<file path="src/rtl/axi_read_master_if.sv">
// Port bundle for axi_read_master: command input, AXI AR/R channels, downstream beat stream, status.
// master = the read engine, slave = the environment (command source, AXI slave, beat sink).
interface axi_read_master_if #(
  parameter int DATA_WIDTH    = 32,
  parameter int ADDRESS_WIDTH = 8
);
  logic [ADDRESS_WIDTH-1:0] cmd_addr;
  logic [7:0]               cmd_len;
  logic [2:0]               cmd_size;
  logic                     cmd_valid;
  logic                     cmd_ready;

  logic [ADDRESS_WIDTH-1:0] araddr;
  logic [7:0]               arlen;
  logic [2:0]               arsize;
  logic [1:0]               arburst;
  logic                     arvalid;
  logic                     arready;

  logic [DATA_WIDTH-1:0]    rdata;
  logic [1:0]               rresp;
  logic                     rlast;
  logic                     rvalid;
  logic                     rready;

  logic [DATA_WIDTH-1:0]    out_data;
  logic                     out_last;
  logic                     out_valid;
  logic                     out_ready;

  logic                     busy;
  logic                     err;

  modport master (
    input  cmd_addr, cmd_len, cmd_size, cmd_valid,
    output cmd_ready,
    output araddr, arlen, arsize, arburst, arvalid,
    input  arready,
    input  rdata, rresp, rlast, rvalid,
    output rready,
    output out_data, out_last, out_valid,
    input  out_ready,
    output busy, err
  );

  modport slave (
    output cmd_addr, cmd_len, cmd_size, cmd_valid,
    input  cmd_ready,
    input  araddr, arlen, arsize, arburst, arvalid,
    output arready,
    output rdata, rresp, rlast, rvalid,
    input  rready,
    input  out_data, out_last, out_valid,
    output out_ready,
    input  busy, err
  );
endinterface

</file>
<file path="src/rtl/axi_read_master.sv">
// Single-burst AXI INCR read master feeding a 2-deep beat FIFO; beats reach out_* one edge after acceptance, rready drops while the FIFO is full.
// Optional AXI_READ_MASTER_RLAST_CHECK_EN: also raise err when a beat's rlast disagrees with the counted last beat.
module axi_read_master #(
  parameter int DATA_WIDTH    = 32,
  parameter int ADDRESS_WIDTH = 8
) (
  input  logic              aclk,
  input  logic              aresetn,
  axi_read_master_if.master axi
);

  typedef enum logic [1:0] {
    IDLE = 2'd0,
    ADDR = 2'd1,
    DATA = 2'd2
  } state_t;

  state_t                   r_state;
  state_t                   w_next_state;

  logic [ADDRESS_WIDTH-1:0] r_addr;
  logic [7:0]               r_len;
  logic [2:0]               r_size;
  logic [8:0]               r_cnt;
  logic                     r_err;

  logic [DATA_WIDTH-1:0]    r_fifo_dat [2];
  logic                     r_fifo_last [2];
  logic                     r_wr_ptr;
  logic                     r_rd_ptr;
  logic [1:0]               r_fifo_cnt;

  logic                     w_cmd_ready;
  logic                     w_arvalid;
  logic                     w_rready;
  logic                     w_fifo_full;
  logic                     w_fifo_empty;
  logic                     w_push;
  logic                     w_pop;
  logic                     w_last_flag;
  logic                     w_beat_err;

  assign w_fifo_full  = (r_fifo_cnt == 2'd2);
  assign w_fifo_empty = (r_fifo_cnt == 2'd0);
  assign w_push       = axi.rvalid && w_rready;
  assign w_pop        = !w_fifo_empty && axi.out_ready;
  // 9-bit counter so a 256-beat burst compares against len=255 without wrapping
  assign w_last_flag  = (r_cnt == {1'b0, r_len});

`ifdef AXI_READ_MASTER_RLAST_CHECK_EN
  assign w_beat_err = (axi.rresp != 2'b00) || (axi.rlast != w_last_flag);
`else
  logic w_unused_rlast;
  assign w_unused_rlast = axi.rlast;
  assign w_beat_err     = (axi.rresp != 2'b00);
`endif

  always_ff @(posedge aclk or negedge aresetn) begin
    if (!aresetn) begin
      r_state <= IDLE;
    end else begin
      r_state <= w_next_state;
    end
  end

  always_comb begin
    w_next_state = r_state;
    case (r_state)
      IDLE:    if (axi.cmd_valid)          w_next_state = ADDR;
      ADDR:    if (axi.arready)            w_next_state = DATA;
      DATA:    if (w_push && w_last_flag)  w_next_state = IDLE;
      default:                             w_next_state = IDLE;
    endcase
  end

  always_comb begin
    w_cmd_ready = 1'b0;
    w_arvalid   = 1'b0;
    w_rready    = 1'b0;
    case (r_state)
      IDLE:    w_cmd_ready = 1'b1;
      ADDR:    w_arvalid   = 1'b1;
      DATA:    w_rready    = !w_fifo_full;
      default: ;
    endcase
  end

  always_ff @(posedge aclk or negedge aresetn) begin
    if (!aresetn) begin
      r_addr <= '0;
      r_len  <= '0;
      r_size <= '0;
    end else if (w_cmd_ready && axi.cmd_valid) begin
      r_addr <= axi.cmd_addr;
      r_len  <= axi.cmd_len;
      r_size <= axi.cmd_size;
    end
  end

  always_ff @(posedge aclk or negedge aresetn) begin
    if (!aresetn) begin
      r_cnt <= '0;
    end else if (w_arvalid && axi.arready) begin
      r_cnt <= '0;
    end else if (w_push) begin
      r_cnt <= r_cnt + 9'd1;
    end
  end

  always_ff @(posedge aclk or negedge aresetn) begin
    if (!aresetn) begin
      r_err <= 1'b0;
    end else if (w_push && w_beat_err) begin
      r_err <= 1'b1;
    end
  end

  // rready already blocks pushes into a full FIFO, so push+pop only meets a non-full queue
  always_ff @(posedge aclk or negedge aresetn) begin
    if (!aresetn) begin
      r_fifo_dat[0]  <= '0;
      r_fifo_dat[1]  <= '0;
      r_fifo_last[0] <= 1'b0;
      r_fifo_last[1] <= 1'b0;
      r_wr_ptr       <= 1'b0;
      r_rd_ptr       <= 1'b0;
      r_fifo_cnt     <= 2'd0;
    end else begin
      if (w_push) begin
        r_fifo_dat[r_wr_ptr]  <= axi.rdata;
        r_fifo_last[r_wr_ptr] <= w_last_flag;
        r_wr_ptr              <= ~r_wr_ptr;
      end
      if (w_pop) begin
        r_rd_ptr <= ~r_rd_ptr;
      end
      case ({w_push, w_pop})
        2'b10:   r_fifo_cnt <= r_fifo_cnt + 2'd1;
        2'b01:   r_fifo_cnt <= r_fifo_cnt - 2'd1;
        default: ;
      endcase
    end
  end

  assign axi.cmd_ready = w_cmd_ready;
  assign axi.araddr    = r_addr;
  assign axi.arlen     = r_len;
  assign axi.arsize    = r_size;
  assign axi.arburst   = 2'b01;
  assign axi.arvalid   = w_arvalid;
  assign axi.rready    = w_rready;
  assign axi.out_data  = r_fifo_dat[r_rd_ptr];
  assign axi.out_last  = r_fifo_last[r_rd_ptr];
  assign axi.out_valid = !w_fifo_empty;
  assign axi.busy      = (r_state != IDLE) || !w_fifo_empty;
  assign axi.err       = r_err;

endmodule

</file>
<file path="src/flat_wrapper.sv">
// flat-port wrapper written by rule: the top's interface ports become plain ports
module axi_read_master_flat 
#(
  parameter int DATA_WIDTH    = 32,
  parameter int ADDRESS_WIDTH = 8
)
  (aclk, aresetn, axi_cmd_addr, axi_cmd_len, axi_cmd_size, axi_cmd_valid, axi_cmd_ready, axi_araddr, axi_arlen, axi_arsize, axi_arburst, axi_arvalid, axi_arready, axi_rdata, axi_rresp, axi_rlast, axi_rvalid, axi_rready, axi_out_data, axi_out_last, axi_out_valid, axi_out_ready, axi_busy, axi_err);
  axi_read_master_if #(.DATA_WIDTH(DATA_WIDTH), .ADDRESS_WIDTH(ADDRESS_WIDTH)) axi_i ();
  input  logic aclk;
  input  logic aresetn;
  input wire logic [$bits(axi_i.cmd_addr)-1:0] axi_cmd_addr;
  input wire logic [$bits(axi_i.cmd_len)-1:0] axi_cmd_len;
  input wire logic [$bits(axi_i.cmd_size)-1:0] axi_cmd_size;
  input wire logic [$bits(axi_i.cmd_valid)-1:0] axi_cmd_valid;
  output wire logic [$bits(axi_i.cmd_ready)-1:0] axi_cmd_ready;
  output wire logic [$bits(axi_i.araddr)-1:0] axi_araddr;
  output wire logic [$bits(axi_i.arlen)-1:0] axi_arlen;
  output wire logic [$bits(axi_i.arsize)-1:0] axi_arsize;
  output wire logic [$bits(axi_i.arburst)-1:0] axi_arburst;
  output wire logic [$bits(axi_i.arvalid)-1:0] axi_arvalid;
  input wire logic [$bits(axi_i.arready)-1:0] axi_arready;
  input wire logic [$bits(axi_i.rdata)-1:0] axi_rdata;
  input wire logic [$bits(axi_i.rresp)-1:0] axi_rresp;
  input wire logic [$bits(axi_i.rlast)-1:0] axi_rlast;
  input wire logic [$bits(axi_i.rvalid)-1:0] axi_rvalid;
  output wire logic [$bits(axi_i.rready)-1:0] axi_rready;
  output wire logic [$bits(axi_i.out_data)-1:0] axi_out_data;
  output wire logic [$bits(axi_i.out_last)-1:0] axi_out_last;
  output wire logic [$bits(axi_i.out_valid)-1:0] axi_out_valid;
  input wire logic [$bits(axi_i.out_ready)-1:0] axi_out_ready;
  output wire logic [$bits(axi_i.busy)-1:0] axi_busy;
  output wire logic [$bits(axi_i.err)-1:0] axi_err;
  assign axi_i.cmd_addr = axi_cmd_addr;
  assign axi_i.cmd_len = axi_cmd_len;
  assign axi_i.cmd_size = axi_cmd_size;
  assign axi_i.cmd_valid = axi_cmd_valid;
  assign axi_cmd_ready = axi_i.cmd_ready;
  assign axi_araddr = axi_i.araddr;
  assign axi_arlen = axi_i.arlen;
  assign axi_arsize = axi_i.arsize;
  assign axi_arburst = axi_i.arburst;
  assign axi_arvalid = axi_i.arvalid;
  assign axi_i.arready = axi_arready;
  assign axi_i.rdata = axi_rdata;
  assign axi_i.rresp = axi_rresp;
  assign axi_i.rlast = axi_rlast;
  assign axi_i.rvalid = axi_rvalid;
  assign axi_rready = axi_i.rready;
  assign axi_out_data = axi_i.out_data;
  assign axi_out_last = axi_i.out_last;
  assign axi_out_valid = axi_i.out_valid;
  assign axi_i.out_ready = axi_out_ready;
  assign axi_busy = axi_i.busy;
  assign axi_err = axi_i.err;
  axi_read_master #(.DATA_WIDTH(DATA_WIDTH), .ADDRESS_WIDTH(ADDRESS_WIDTH)) u_core (.aclk(aclk), .aresetn(aresetn), .axi(axi_i));
endmodule
</file>
<file path="config.mk">
export PLATFORM = sky130hd
export DESIGN_NAME = axi_read_master_flat
export DESIGN_NICKNAME = d
export VERILOG_FILES = /design/src/rtl/axi_read_master_if.sv /design/src/rtl/axi_read_master.sv /design/src/flat_wrapper.sv
export SDC_FILE = /design/constraint.sdc
export NUM_CORES = 1
export LEC_CHECK = 0
export ABC_AREA = 1
export CORE_UTILIZATION = 50
export CTS_BUF_LIST = sky130_fd_sc_hd__clkbuf_8
export CTS_CLUSTER_SIZE = 40
export DETAILED_ROUTE_END_ITERATION = 10
export PLACE_DENSITY = 0.77
export SETUP_SLACK_MARGIN = 0.5
export SYNTH_ARGS = -nofsm -noshare
export SYNTH_HDL_FRONTEND = slang
export SYNTH_SLANG_ARGS = --single-unit
</file>
<file path="constraint.sdc">
create_clock -name aclk -period 2.2 [get_ports aclk]
set_input_delay 0.44 -clock aclk [delete_from_list [all_inputs] [get_ports aclk]]
set_output_delay 0.44 -clock aclk [all_outputs]
set_load 0.005 [all_outputs]
</file>
==> metrics <==
result of the run=complete, no violations; deepest clock path buffer count=2; level count of the clock H-tree=3; Fin Setup TNS=0 ns; share of the synthesized area in compound gates (AO/OA/AOI/OAI)=around 15%; xor/xnor cell area share of the yosys netlist=1.11%; clock skew=approximately 0.016 ns; YS warnings=0; wire length reported by the detailed router=14.0 mm; Detailed Route Iter0 Violations=198; number of setup violations in the final report=0; synthesized area=4720 um2; multiplexer share of the synthesized area=approximately 3.1%; startpoint of the worst register-to-register path=u_core.r_state[1]; reg2reg path depth=10; element type at the critical path start=flip-flop; Crit Path Max Fanout=5; Clock Pin Slew Worst Setup and Hold Paths=0.11 ns; Final HPWL DP=7.58 mm; ratio of routed vias to standard cells=5.36; dominant combinational cell family by area after synthesis=simple AND/OR/NAND/NOR gates; Max IR drop VDD=around 0.0008 V; post-route fraction of the period consumed by the critical path=roughly 87%; synthesized-area fraction occupied by adder cells=0.531%; GP Congestion=0.847; area enclosed by the die boundary=approximately 10000 um2; timing-limited maximum frequency=523 MHz; kind of end point of the critical path=output pin; worst path arrival time=1.47 ns; count of flip-flops with a built-in enable after synthesis=0; share of synthesized registers carrying an async set or reset=100%; WL per Instance=17.2 um; initial antenna violation count=0; DRC violations left=0; Power per Cell Area=1390 nW/um2; hold crit path type=input pin to async pin; count of state elements after synthesis=101; minimum clock period=1.91 ns; wire length of the first global-routing pass=slightly above 20 mm; vertical extent of the die=about 99 um; number of distinct library cell variants in the gate-level netlist after synthesis=30; number of nets in the layout=around 760; number of clock sinks=101; reg2reg setup slack=about 0.45 ns; R2R Path End=u_core.r_fifo_dat[63]; maximum number of pins on one net before global-route repair=53; Antenna Nets Post-Route=0; Lkg Pwr=0.00337 uW; via count of the first global-routing pass=4241; worst setup path start=u_core.r_rd_ptr; clock tree from TritonCTS=built; area of the core region=9200 um2; top cell type by total area after synthesis=sky130_fd_sc_hd__dfrtp_1; clock tree root buffer cell=sky130_fd_sc_hd__clkbuf_8; cts bufs inserted=9; area added between synthesis and finish=46.3%; count of vias placed by the detailed router=4355; hold violation total from the final report=0; pins over their slew limit=0; RSZ-0062 raised after global routing=true; Ant. Diodes=0; register area share after synthesis=53.6%; transition time of the tightest slew-check pin=0.499 ns; Post-Synth Simple-Gate Area=18.3%; row count=35; fraction of layout cells with a size suffix above 1=29.3%; later-pin clock latency in the skew report=between 0.3 and 0.4 ns; Die X-Extent=99.1 um; number of max-cap violations=0; first-pass iteration count of the detailed router=4; nets in the synthesized netlist=about 610; total track usage=26.6%; I/O Buffers=116; top_reg_cell synth=sky130_fd_sc_hd__dfrtp_1; fraction of synthesized cell area taken by the top area cell type=53.6%; Required @ worst endpoint=1.76 ns; GRT overflow=0; fill count=636; Hold WS=0.485 ns; cell with the most instances after synthesis=sky130_fd_sc_hd__nand2_1; Area contributors post-synth=sky130_fd_sc_hd__dfrtp_1 54%, sky130_fd_sc_hd__nand2_1 14%, sky130_fd_sc_hd__o21ai_0 8.4%, sky130_fd_sc_hd__inv_1 4.7%, sky130_fd_sc_hd__o21ai_2 4.6%; final core utilization=75.0%; initial standard-cell utilization of the core=51.3%; most common library cells after synthesis=173 x sky130_fd_sc_hd__nand2_1, 101 x sky130_fd_sc_hd__dfrtp_1, 79 x sky130_fd_sc_hd__o21ai_0; kind of critical path=flip-flop to output pin; worst slew margin relative to its limit=66.6%; syn avg cell area=8.64 um2; number of top-level design ports=120; Synth Instances=around 550
==> worst max path at each step <==
stage / endpoint / slack [ns] / cells after the start
after floorplan: u_core.r_fifo_cnt[1] / 0.51 / 9
after global placement: u_core.r_fifo_dat[58] / 0.33 / 7
after detailed placement: u_core.r_fifo_dat[33] / 0.30 / 6
after CTS: axi_out_data[31] / 0.31 / 6
after global routing: axi_out_data[3] / 0.26 / 6
final: axi_out_data[3] / 0.29 / 6
==> cells in the final DEF (no fill, tap or decap), types with 2 or more instances in the layout <==
| cell | n |
|---|---|
| sky130_fd_sc_hd__buf_6 | 13 |
| sky130_fd_sc_hd__nand3_1 | 9 |
| sky130_fd_sc_hd__xnor2_1 | 2 |
| sky130_fd_sc_hd__nand2_4 | 9 |
| sky130_fd_sc_hd__clkdlybuf4s50_1 | 69 |
| sky130_fd_sc_hd__o21ai_0 | 43 |
| sky130_fd_sc_hd__o21ai_2 | 45 |
| sky130_fd_sc_hd__buf_12 | 6 |
| sky130_fd_sc_hd__mux2_2 | 13 |
| sky130_fd_sc_hd__nand4_1 | 5 |
| sky130_fd_sc_hd__clkbuf_8 | 9 |
| sky130_fd_sc_hd__nand2_2 | 20 |
| sky130_fd_sc_hd__nor2_1 | 18 |
| sky130_fd_sc_hd__conb_1 | 2 |
| sky130_fd_sc_hd__o21ai_1 | 14 |
| sky130_fd_sc_hd__xor2_1 | 4 |
| sky130_fd_sc_hd__buf_16 | 7 |
| sky130_fd_sc_hd__nor3_1 | 3 |
| sky130_fd_sc_hd__a21oi_1 | 9 |
| sky130_fd_sc_hd__inv_6 | 3 |
| sky130_fd_sc_hd__inv_1 | 58 |
| sky130_fd_sc_hd__buf_4 | 21 |
| sky130_fd_sc_hd__o21ai_4 | 4 |
| sky130_fd_sc_hd__clkbuf_16 | 5 |
| sky130_fd_sc_hd__buf_2 | 35 |
| sky130_fd_sc_hd__dfrtp_1 | 99 |
| sky130_fd_sc_hd__inv_2 | 3 |
| sky130_fd_sc_hd__dfrtp_2 | 2 |
| sky130_fd_sc_hd__dlymetal6s2s_1 | 7 |
| sky130_fd_sc_hd__nand2_1 | 146 |
| sky130_fd_sc_hd__nor2_4 | 3 |
| sky130_fd_sc_hd__dlygate4sd2_1 | 2 |
==> cell type report <==
cell class / instances / area [um2] / share of cell area [%]
clock buffer: 9 / 124 / 1.80
clock inverter: 7 / 78.8 / 1.14
inverter: 60 / 225 / 3.26
multi-input combinational: 357 / 2060 / 29.8
sequential: 101 / 2530 / 36.7
tap: 111 / 139 / 2.01
timing repair buffer: 168 / 1750 / 25.3
==> metal layers <==
layer  routed length [um]  track usage, %
met2                 7000            46.1
met5                    0               0
met1                 5680            34.2
met4                  299            7.81
met3                  971            5.06
==> cell families after synthesis <==
family / after synthesis
other cells: 2
buf+inv: 88
simple gates: 215
mux: 13
fa+ha+maj: 2
compound gates: 119
flops: 101
xor+xnor: 6
==> critical path, stage by stage, from the launching register on <==
cell and delay [ns]:
sky130_fd_sc_hd__dfrtp_2 0.47, sky130_fd_sc_hd__buf_6 0.13, sky130_fd_sc_hd__buf_6 0.12, sky130_fd_sc_hd__clkbuf_16 0.16, sky130_fd_sc_hd__nand2_2 0.05, sky130_fd_sc_hd__o21ai_1 0.05, sky130_fd_sc_hd__buf_2 0.12
==> through the flow <==
stage / area [um2] / worst slack (ns) / total power (uW) / cells
after global placement: 5990 / 0.327 / 6930 / 758
final: 6900 / 0.289 / 9610 / 813
after detailed placement: 5990 / 0.300 / 7110 / 758
after global routing: 6900 / 0.256 / 10200 / 813
after floorplan: 4720 / 0.512 / 5080 / 546
after CTS: 6480 / 0.307 / 8970 / 798
==> flip-flops by register name, summed over array words and instances, names as in the netlist <==
register            count
u_core.axi.araddr       8
u_core.r_cnt            9
u_core.axi.arlen        8
u_core.r_fifo_cnt       2
u_core.axi.arsize       3
u_core.r_wr_ptr         1
u_core.r_fifo_last      2
u_core.axi.err          1
u_core.r_rd_ptr         1
u_core.r_fifo_dat      64
u_core.r_state          2
==> timing repair <==
action | in CTS | in global routing
pin swaps | 14 | 7
buffers inserted | 16 | 8
endpoints found under the setup margin | 44 | 122
hold buffers | 1 | 0
gates cloned | 7 | 7
gates resized for setup | 222 | 63
endpoints found under the hold margin | 18 | 0
==> power breakdown <==
group          total, uW  internal (uW)  leakage (uW)  switching (uW)
Sequential          3210           2700       0.00123             503
Combinational       5160           2620       0.00204            2540
Clock               1250            544      0.000104             705
Note: power is estimated with default switching activity, not from simulation.
